### config.mk
export PLATFORM = sky130hd
export DESIGN_NAME = dac_counter
export DESIGN_NICKNAME = d
export VERILOG_FILES = /design/src/rtl/dac_counter.sv
export SDC_FILE = /design/constraint.sdc
export NUM_CORES = 1
export LEC_CHECK = 0
export BUFFER_PORTS_ARGS = -buffer_cell sky130_fd_sc_hd__buf_4
export CORE_AREA = 2 2 39 41
export CTS_CLUSTER_DIAMETER = 200
export DETAILED_ROUTE_END_ITERATION = 8
export DIE_AREA = 0 0 41 43
export PLACE_DENSITY_LB_ADDON = 0.25
export SYNTH_ARGS = -nofsm -noshare
export SYNTH_HDL_FRONTEND = slang
export SYNTH_SLANG_ARGS = --single-unit
### constraint.sdc
create_clock -name clk -period 1 [get_ports clk]
set_input_delay 0 -clock clk [delete_from_list [all_inputs] [get_ports clk]]
set_output_delay 0 -clock clk [all_outputs]
set_load 0.01 [all_outputs]
### src/rtl/dac_counter.sv
// DAC sample counter: free-running WIDTH-bit count
// while at_max is high, cleared when it drops.
module dac_counter #(
  parameter int WIDTH = 8
) (
  input  logic             clk,
  input  logic             nRst,
  input  logic             at_max,
  output logic [WIDTH-1:0] dacCount
);

  logic [WIDTH-1:0] count;
  logic [WIDTH-1:0] count_nxt;

  // Advance while enabled (carry out dropped), clear otherwise
  always_comb begin
    count_nxt = '0;
    if (at_max) count_nxt = count + WIDTH'(1);
  end

  // Count register; reset forces zero without waiting for clk
  always_ff @(posedge clk or negedge nRst) begin
    if (!nRst) count <= '0;
    else       count <= count_nxt;
  end

  assign dacCount = count;

endmodule

==> qor.csv, run 1 <==
stage,metric,value,unit
outcome,status,"finished, violations left",
outcome,failing checks,setup timing,
cells_and_area,max FFs per register,8,
place,PortBufs,10,
power_and_ir_drop,Pleak,0.3080,nW
clocking,Worst-path clk slew,0.06,ns
worst_setup_path,critical path launch point type,flip-flop,
global_routing,initial antenna violation count,0,
sta,WHS,0.03720,ns
drt,final wirelength,834,µm
yosys,Synth top area share,0.5442,
cells_and_area,# fillers,147,
power_and_ir_drop,Flop pwr share,0.484,
global_routing,number of global-route vias before repair,321,
clocking,clk root buf,clkbuf_4,
global_routing,Tot GR Track Use,0.1172,
sta,Period minus WS final,1.081,ns
floorplanning,DIE AREA,1763,µm²
yosys,Cells after Synth,33,
cells_and_area,share of cells above drive strength 1,0.5932,
drt,DRC viols,0,
place,HPWL after DPL,598.1,µm
floorplanning,Chip Width,41,µm
yosys,syn_area_per_cell,11.15,µm²
global_routing,first-pass GRT wire length,1290,µm
sta,setup_tns,-0.2043,ns
worst_setup_path,CP max stage delay,0.42,ns
power_and_ir_drop,NetSw,0.1718,mW
global_routing,Top Usage Layer GRT,met2,
floorplanning,Core Area,1384,µm²
sta,"Hold Vio Cnt, Final",0,
place,Placed Cells incl. Taps,67,
yosys,syn_nets,37,
worst_hold_path,Hold Path Class,in2reg,
yosys,"area leader, netlist",dfrtp_1,
power_and_ir_drop,P_int,0.5411,mW
worst_setup_path,Worst Path Arrival,1.23,ns
yosys,asr flop ratio synth,1.000,
worst_setup_path,Crit Reg-Reg Startpoint,dacCount[2],
clocking,CTS max path bufs,2,
yosys,"Seq/Total Area, Yosys",0.5442,
worst_hold_path,hold path start,at_max,
sta,Final Slew Violations,0,
cells_and_area,final std cells w/o fill,75,
cells_and_area,Final Core Density,0.4485,
sta,Peak Freq,0.9247,GHz
power_and_ir_drop,switching portion of total power,0.2410,
drt,Initial DRC Count,2,
sta,setup ws final,-0.08139,ns
floorplanning,row cnt,14,
worst_setup_path,"slowest stage cell, crit path",dfrtp_2,
job,MaxCap Viol Count,0,
drt,vias per cell,4.373,
yosys,Synth Register Bits,8,
worst_setup_path,crit path cell chain,buf_4 -> buf_4 -> xor2_1 -> and2_1,
global_routing,M2 GR Usage,0.1750,
sta,Slew @ Worst Pin,0.2205,ns
sta,Setup Skew,0.005310,ns
clocking,Clock Latency Late Sink,0.26,ns
power_and_ir_drop,Clock power frac,0.384,
place,gpl congestion,0.7406,
power_and_ir_drop,Total Power,0.7129,mW
clocking,clock sink total,8,
global_routing,met1 Use GR,0.1279,
yosys,Synth top cells by count,"dfrtp_1, nand3_1, and2_1",
yosys,"EDFF count, synth",0,
drt,wire per inst,11.12,µm
floorplanning,IO Count,11,
yosys,Mapped Area,367.9,µm²
power_and_ir_drop,maximum VDD drop,0.0006180,V
sta,slew margin rel.,0.8514,
sta,RSZ-0062 raised after global routing,yes,
global_routing,met3 usage,0.04712,
yosys,Unique masters post-synth,15,
global_routing,largest net degree at the start of global routing,11,
cells_and_area,Nets,64,
global_routing,total grt overflow,0,
floorplanning,Starting Density,0.2658,
cells_and_area,n_diodes,0,
floorplanning,Die H,43,µm
yosys,Synth Warn #,0,
clocking,htree depth,1,
power_and_ir_drop,Power Density,1149,nW/µm²
clocking,CTS tree,yes,
worst_setup_path,kind of end point of the critical path,flip-flop,
worst_setup_path,CP Class,reg2reg,
yosys,synth top area cells,"dfrtp_1, and2_1, nand3_1",
power_and_ir_drop,Combinational Power Share,0.132,
sta,final setup vio count,3,
clocking,CTS Buf Count,3,
worst_setup_path,critical path peak fanout,4,
yosys,ys flop type,dfrtp_1,
cells_and_area,Synth-to-Final Area Change,68.71,%
worst_setup_path,WP data required,1.15,ns
drt,DRT antenna net count,0,
drt,DR pass1 iterations,2,
yosys,most common cell in the synthesized netlist,dfrtp_1,
worst_setup_path,CP most frequent cell,buf_4,
drt,vias after detailed routing,328,
worst_setup_path,Worst setup startpoint,dacCount[2],
sta,final critical-path share of the clock period,1.081,
per-stage QoR:
step / setup slack (ns) / cell area [µm²]
global placement: -0.02834 / 534.3
floorplan: -0.06718 / 379.1
detailed placement: -0.02025 / 534.3
finish: -0.08139 / 620.6
CTS: -0.03628 / 590.6
global route: -0.1231 / 620.6
per-layer routing:
metal | vias up | share of wire
met1 | 152 | 0.45
met3 | 0 | 0.060
li1 | 167 | -
met5 | - | 0
met2 | 9 | 0.49
met4 | 0 | 0
layout make-up:
class	count	area [µm²]	share of cell area
Clock buffer	4	26.28	0.04234
Timing Repair Buffer	22	167.7	0.2702
Multi-Input combinational cell	25	202.7	0.3266
Tap cell	16	20.02	0.03226
Sequential cell	8	203.9	0.3286
logic make-up (layout without fill, tap and decap cells):
logic type / count (synthesis) / count (layout) / synth area share
simple gates: 17 / 17 / 0.2619
flops: 8 / 8 / 0.5442
xor+xnor: 3 / 3 / 0.07144
compound gates: 2 / 2 / 0.03401
mux: 2 / 2 / 0.05442
fa+ha+maj: 1 / 1 / 0.03401
buf+inv: 0 / 26 / 0
power by group through the flow:
stage          logic (mW)  clock network [mW]  registers, mW
2_1_floorplan      0.0172                   0          0.358
3_3_place_gp       0.0819                   0          0.350
3_5_place_dp       0.0801                   0          0.351
4_1_cts            0.0897               0.289          0.345
5_1_grt             0.104               0.318          0.346
6_report           0.0941               0.274          0.345
worst paths after layout:
path                               end  slack (ns)  cells past startpoint
min in group asynchronous  dacCount[4]        0.10                      2
max                        dacCount[2]       -0.08                      4
max reg2reg                dacCount[2]       -0.08                      4
min                        dacCount[3]        0.04                      2
min reg2reg                dacCount[0]        0.57                      2
max in group asynchronous  dacCount[0]        0.75                      2
worst max-delay path: cells and delay by family, from the launching register on:
family / cells / cell delay (ns)
flip-flops: 1 / 0.42
buffers and inverters: 2 / 0.27
XOR/XNOR: 1 / 0.14
AND/OR/NAND/NOR: 1 / 0.13
cells in the final DEF, fill, tap and decap left out:
| master | Yosys | routed |
|---|---|---|
| or3_4 | 0 | 1 |
| nand2b_1 | 2 | 2 |
| clkbuf_4 | 0 | 3 |
| clkbuf_1 | 0 | 1 |
| and2_1 | 4 | 4 |
| ha_2 | 0 | 1 |
| dfrtp_1 | 8 | 5 |
| o21ai_0 | 1 | 1 |
| dfrtp_2 | 0 | 3 |
| and3_4 | 0 | 1 |
| mux2i_1 | 2 | 2 |
| xnor2_1 | 2 | 2 |
| buf_4 | 0 | 21 |
| nand3_2 | 0 | 4 |
| xor2_1 | 1 | 1 |
| nand2_1 | 2 | 2 |
| nor2b_1 | 1 | 1 |
| nand4_1 | 1 | 1 |
| a21boi_2 | 0 | 1 |
| nand3_1 | 5 | 1 |
| dlygate4sd3_1 | 0 | 1 |
timing repair:
| item | in CTS | in global routing |
|---|---|---|
| hold buffers | 1 | 0 |
| buffers inserted | 2 | 1 |
| endpoints found under the setup margin | 5 | 6 |
| gates resized for setup | 1 | 5 |
| endpoints found under the hold margin | 8 | 0 |
(Power assumes the default switching activity.)
==> inputs of run 2 (changes only) <==
--- a/config.mk
+++ b/config.mk
@@ -7,6 +7,7 @@
 export LEC_CHECK = 0
 export BUFFER_PORTS_ARGS = -buffer_cell sky130_fd_sc_hd__buf_4
 export CORE_AREA = 2 2 39 41
+export CTS_BUF_LIST = sky130_fd_sc_hd__clkbuf_16
 export CTS_CLUSTER_DIAMETER = 200
 export DETAILED_ROUTE_END_ITERATION = 8
 export DIE_AREA = 0 0 41 43
==> qor.csv, run 2 (synthesized netlist as in run 1, its figures left out) <==
stage,metric,value,unit
cells_and_area,Nets,62,
cells_and_area,"commonest non-fill, non-tap cell in the layout",buf_4,
clocking,CTS tree,yes,
sta,Slew @ Worst Pin,0.2225,ns
sta,Period minus WS final,1.032,ns
floorplanning,DIE AREA,1763,µm²
worst_setup_path,WP data required,1.13,ns
drt,Initial DRC Count,2,
cells_and_area,Synth-to-Final Area Change,75.17,%
sta,Peak Freq,0.9690,GHz
outcome,status,"finished, violations left",
place,gpl congestion,0.7406,
power_and_ir_drop,Total Power,1.128,mW
global_routing,number of global-route vias before repair,296,
clocking,CTS Buf Count,3,
cells_and_area,most frequent cells in the layout,"buf_4, dfrtp_1, and2_1",
clocking,clk root buf,clkbuf_16,
global_routing,largest net degree at the start of global routing,11,
floorplanning,Chip Width,41,µm
clocking,htree depth,1,
sta,final critical-path share of the clock period,1.032,
power_and_ir_drop,Flop pwr share,0.307,
sta,setup ws final,-0.03197,ns
drt,DR pass1 iterations,4,
clocking,clock sink total,8,
cells_and_area,share of cells above drive strength 1,0.5439,
power_and_ir_drop,Power Density,1751,nW/µm²
cells_and_area,# fillers,137,
global_routing,initial antenna violation count,0,
cells_and_area,post-route cell area,644.4,µm²
outcome,failing checks,setup timing,
worst_setup_path,kind of end point of the critical path,flip-flop,
clocking,Worst-path clk slew,0.04,ns
sta,slew margin rel.,0.8501,
cells_and_area,n_diodes,0,
worst_setup_path,critical path peak fanout,3,
drt,vias after detailed routing,321,
clocking,Clock Latency Late Sink,0.24,ns
sta,RSZ-0062 raised after global routing,yes,
drt,wire per inst,11.38,µm
drt,vias per cell,4.397,
job,MaxCap Viol Count,0,
worst_setup_path,Worst Path Arrival,1.16,ns
sta,Setup Skew,0.006129,ns
global_routing,Tot GR Track Use,0.1212,
place,HPWL after DPL,598.1,µm
sta,WHS,0.05541,ns
floorplanning,row cnt,14,
clocking,CTS max path bufs,2,
cells_and_area,max FFs per register,8,
floorplanning,Die H,43,µm
place,Area after DPL,534.3,µm²
global_routing,first-pass GRT wire length,1242,µm
sta,"Hold Vio Cnt, Final",0,
worst_setup_path,critical path launch point type,flip-flop,
power_and_ir_drop,P_int,0.9079,mW
power_and_ir_drop,maximum VDD drop,0.0008816,V
place,PortBufs,10,
worst_setup_path,CP Class,reg2reg,
power_and_ir_drop,Combinational Power Share,0.077,
drt,DRT antenna net count,0,
global_routing,total grt overflow,0,
floorplanning,Core Area,1384,µm²
power_and_ir_drop,Pleak,0.3246,nW
sta,Final Slew Violations,0,
floorplanning,Starting Density,0.2658,
sta,final setup vio count,2,
drt,final wirelength,831,µm
drt,DRC viols,0,
power_and_ir_drop,switching portion of total power,0.1951,
power_and_ir_drop,NetSw,0.2201,mW
worst_hold_path,Hold Path Class,in2reg,
power_and_ir_drop,Clock power frac,0.615,
floorplanning,IO Count,11,
==> run 2: cell types whose count changed in the layout (fill, tap and decap cells not counted), sizes merged <==
| cell | before | now |
|---|---|---|
| buf | 21 | 19 |
| clkbuf | 4 | 3 |
| inv | 0 | 1 |
==> run 2: layout make-up <==
cell class	count	area [µm²]	area share
Clock buffer	3	75.07	0.1165
Clock inverter	1	3.754	0.005825
Multi-Input combinational cell	25	188.9	0.2932
Sequential cell	8	203.9	0.3165
Tap cell	16	20.02	0.03107
Timing Repair Buffer	20	152.6	0.2369
==> run 2: metrics by stage <==
stage | setup TNS [ns] | worst slack [ns] | utilization | std cells
after floorplan | -0.1323 | -0.06718 | - | 33
after global placement | -0.03605 | -0.02834 | 0.3861 | 67
after detailed placement | -0.05191 | -0.02025 | 0.3861 | 67
after CTS | -0.08108 | -0.02915 | 0.4557 | 73
after global routing | -0.3897 | -0.1063 | 0.4656 | 73
final | -0.06129 | -0.03197 | 0.4656 | 73
==> run 2: power groups by stage <==
stage          combinational (mW)  clock, mW  sequential [mW]
6_report                   0.0871      0.694            0.347
5_1_grt                    0.0971      0.743            0.348
4_1_cts                    0.0871      0.712            0.347
3_5_place_dp               0.0801          0            0.351
3_3_place_gp               0.0819          0            0.350
2_1_floorplan              0.0172          0            0.358
==> run 2: timing repair <==
| action | CTS | global route |
|---|---|---|
| resized for setup | 0 | 3 |
| hold endpoints to repair | 8 | 0 |
| hold buffers | 1 | 0 |
| pin swaps | 2 | 0 |
| setup buffers | 1 | 0 |
| setup endpoints to repair | 4 | 6 |
==> run 2: layer usage <==
metal / up-vias / GRT usage / part of all wire
li1: 164 / - / -
met1: 142 / 0.1344 / 0.44
met2: 12 / 0.1531 / 0.44
met3: 3 / 0.06283 / 0.081
met4: 0 / 0.1200 / 0.037
met5: - / 0 / 0
==> run 2: worst max-delay path, cell delays in order (launching register included) <==
cell,delay (ns)
dfrtp_1,0.37
ha_2,0.23
nand3_2,0.07
xnor2_1,0.12
and2_1,0.13
==> run 2: final timing paths <==
check                            start     endpoint  slack [ns]  cells past startpoint
min in group asynchronous         nRst  dacCount[4]        0.12                      2
max in group asynchronous         nRst  dacCount[0]        0.73                      2
setup / recovery           dacCount[1]  dacCount[4]       -0.03                      4
hold / removal                  at_max  dacCount[3]        0.06                      2
hold reg to reg            dacCount[7]  dacCount[7]        0.56                      2
setup reg to reg           dacCount[1]  dacCount[4]       -0.03                      4
==> inputs of run 3 (changes only) <==
--- a/config.mk
+++ b/config.mk
@@ -5,13 +5,15 @@
 export SDC_FILE = /design/constraint.sdc
 export NUM_CORES = 1
 export LEC_CHECK = 0
-export BUFFER_PORTS_ARGS = -buffer_cell sky130_fd_sc_hd__buf_4
 export CORE_AREA = 2 2 39 41
 export CTS_BUF_LIST = sky130_fd_sc_hd__clkbuf_16
 export CTS_CLUSTER_DIAMETER = 200
+export CTS_CLUSTER_SIZE = 24
 export DETAILED_ROUTE_END_ITERATION = 8
 export DIE_AREA = 0 0 41 43
+export DONT_BUFFER_PORTS = 1
 export PLACE_DENSITY_LB_ADDON = 0.25
+export SLEW_MARGIN = 20
 export SYNTH_ARGS = -nofsm -noshare
 export SYNTH_HDL_FRONTEND = slang
 export SYNTH_SLANG_ARGS = --single-unit
==> qor.csv, run 3 (synthesized netlist as in run 1, its figures left out) <==
stage,metric,value,unit
clocking,clk root buf,clkbuf_16,
sta,WHS,-0.09810,ns
cells_and_area,Synth-to-Final Area Change,61.90,%
drt,final wirelength,807,µm
drt,DRC viols,0,
worst_setup_path,kind of end point of the critical path,flip-flop,
drt,vias after detailed routing,310,
drt,DR pass1 iterations,2,
outcome,status,"finished, violations left",
worst_setup_path,Worst Path Buf+Inv,0,
global_routing,largest net degree at the start of global routing,11,
cells_and_area,post-route cell area,595.6,µm²
place,gpl congestion,0.7836,
sta,Final Slew Violations,0,
drt,wire per inst,12.04,µm
sta,Peak Freq,0.9671,GHz
floorplanning,Chip Width,41,µm
floorplanning,row cnt,14,
clocking,CTS max path bufs,2,
job,MaxCap Viol Count,0,
worst_setup_path,Worst Path Arrival,1.15,ns
place,Area after DPL,474.2,µm²
global_routing,initial antenna violation count,0,
sta,Slew @ Worst Pin,0.3836,ns
global_routing,first-pass GRT wire length,1304,µm
worst_setup_path,CP Class,reg2reg,
clocking,CTS tree,yes,
floorplanning,Die H,43,µm
worst_setup_path,critical path peak fanout,3,
cells_and_area,share of cells above drive strength 1,0.4706,
power_and_ir_drop,maximum VDD drop,0.001338,V
floorplanning,Core Area,1384,µm²
drt,vias per cell,4.627,
drt,Initial DRC Count,2,
floorplanning,Starting Density,0.2658,
clocking,htree depth,1,
cells_and_area,"commonest non-fill, non-tap cell in the layout",buf_4,
global_routing,Tot GR Track Use,0.1194,
floorplanning,IO Count,11,
worst_setup_path,CP max stage delay,0.37,ns
floorplanning,DIE AREA,1763,µm²
cells_and_area,Nets,56,
outcome,failing checks,"hold timing, setup timing",
sta,slew margin rel.,0.7434,
cells_and_area,most frequent cells in the layout,"buf_4, dfrtp_1, and2_1",
place,PortBufs,0,
worst_setup_path,Top Family by Delay on Critical Path,flip-flops,
sta,final setup vio count,2,
worst_setup_path,critical path launch point type,flip-flop,
worst_setup_path,"slowest stage cell, crit path",dfrtp_1,
power_and_ir_drop,Power Density,1826,nW/µm²
clocking,Worst-path clk slew,0.04,ns
clocking,clock sink total,8,
sta,setup ws final,-0.03402,ns
sta,final critical-path share of the clock period,1.034,
cells_and_area,n_diodes,0,
sta,RSZ-0062 raised after global routing,yes,
sta,"Hold Vio Cnt, Final",8,
clocking,CTS Buf Count,3,
power_and_ir_drop,Pleak,0.2940,nW
global_routing,number of global-route vias before repair,298,
clocking,Clock Latency Late Sink,0.23,ns
worst_setup_path,crit path cell chain,ha_2 -> nand3_2 -> xnor2_1 -> and2_1,
worst_hold_path,Hold Path Class,in2reg,
global_routing,total grt overflow,0,
clocking,CTS Hold Buffers Added,1,
cells_and_area,Final Core Density,0.4304,
worst_setup_path,WP data required,1.12,ns
cells_and_area,max FFs per register,8,
drt,DRT antenna net count,0,
sta,Period minus WS final,1.034,ns
sta,Setup Skew,0.002660,ns
-- run 3: layout make-up --
cell class	instances	area (µm²)
Fill cell	138	788.3
Sequential cell	8	203.9
Multi-Input combinational cell	25	185.2
Timing Repair Buffer	14	107.6
Clock buffer	3	75.07
Tap cell	16	20.02
Clock inverter	1	3.754
-- run 3: power breakdown --
part | leakage, nW | switching, mW | internal [mW] | total (mW)
logic | 0.147 | 0.0338 | 0.0388 | 0.0725
clock network | 0.0423 | 0.150 | 0.520 | 0.670
registers | 0.105 | 0.00867 | 0.336 | 0.345
total | 0.294 | 0.192 | 0.895 | 1.09
-- run 3: metrics by stage --
| stage | setup TNS [ns] | power (mW) | worst slack, ns | cells |
|---|---|---|---|---|
| detailed placement | -0.09867 | 0.4017 | -0.04770 | 59 |
| floorplan | -0.1323 | 0.3754 | -0.06718 | 33 |
| finish | -0.06440 | 1.087 | -0.03402 | 67 |
| global route | -0.2694 | 1.152 | -0.08151 | 67 |
| global placement | -0.03462 | 0.3993 | -0.02298 | 59 |
| CTS | -0.07504 | 1.110 | -0.03177 | 67 |
-- run 3: path summary, 6_finish.rpt --
| path | cells after the start | start | slack, ns | to |
|---|---|---|---|---|
| max reg2reg | 4 | dacCount[1] | -0.03 | dacCount[4] |
| min reg2reg | 2 | dacCount[7] | 0.53 | dacCount[7] |
| min | 1 | at_max | -0.1 | dacCount[3] |
| max | 4 | dacCount[1] | -0.03 | dacCount[4] |
| max in group asynchronous | 1 | nRst | 0.58 | dacCount[0] |
| min in group asynchronous | 1 | nRst | 0.13 | dacCount[3] |
-- run 3: repair_timing --
item,in CTS,in global routing
buffers inserted,3,0
setup endpoints to repair,5,6
gates resized for setup,1,1
pin swaps,1,0
hold endpoints to repair,16,8
-- run 3: routing by layer --
layer,track usage,wire length [µm]
met5,0,0
met4,0.08000,0
met3,0.08377,81
met2,0.1625,404
met1,0.1254,321
-- run 3: worst reg2reg max path, delay by kind of cell, from the launching register on --
family                   cells  cell delay, ns
flip-flops                   1            0.37
adder cells (fa/ha/maj)      1            0.23
AND/OR/NAND/NOR              2            0.20
XOR/XNOR                     1            0.12
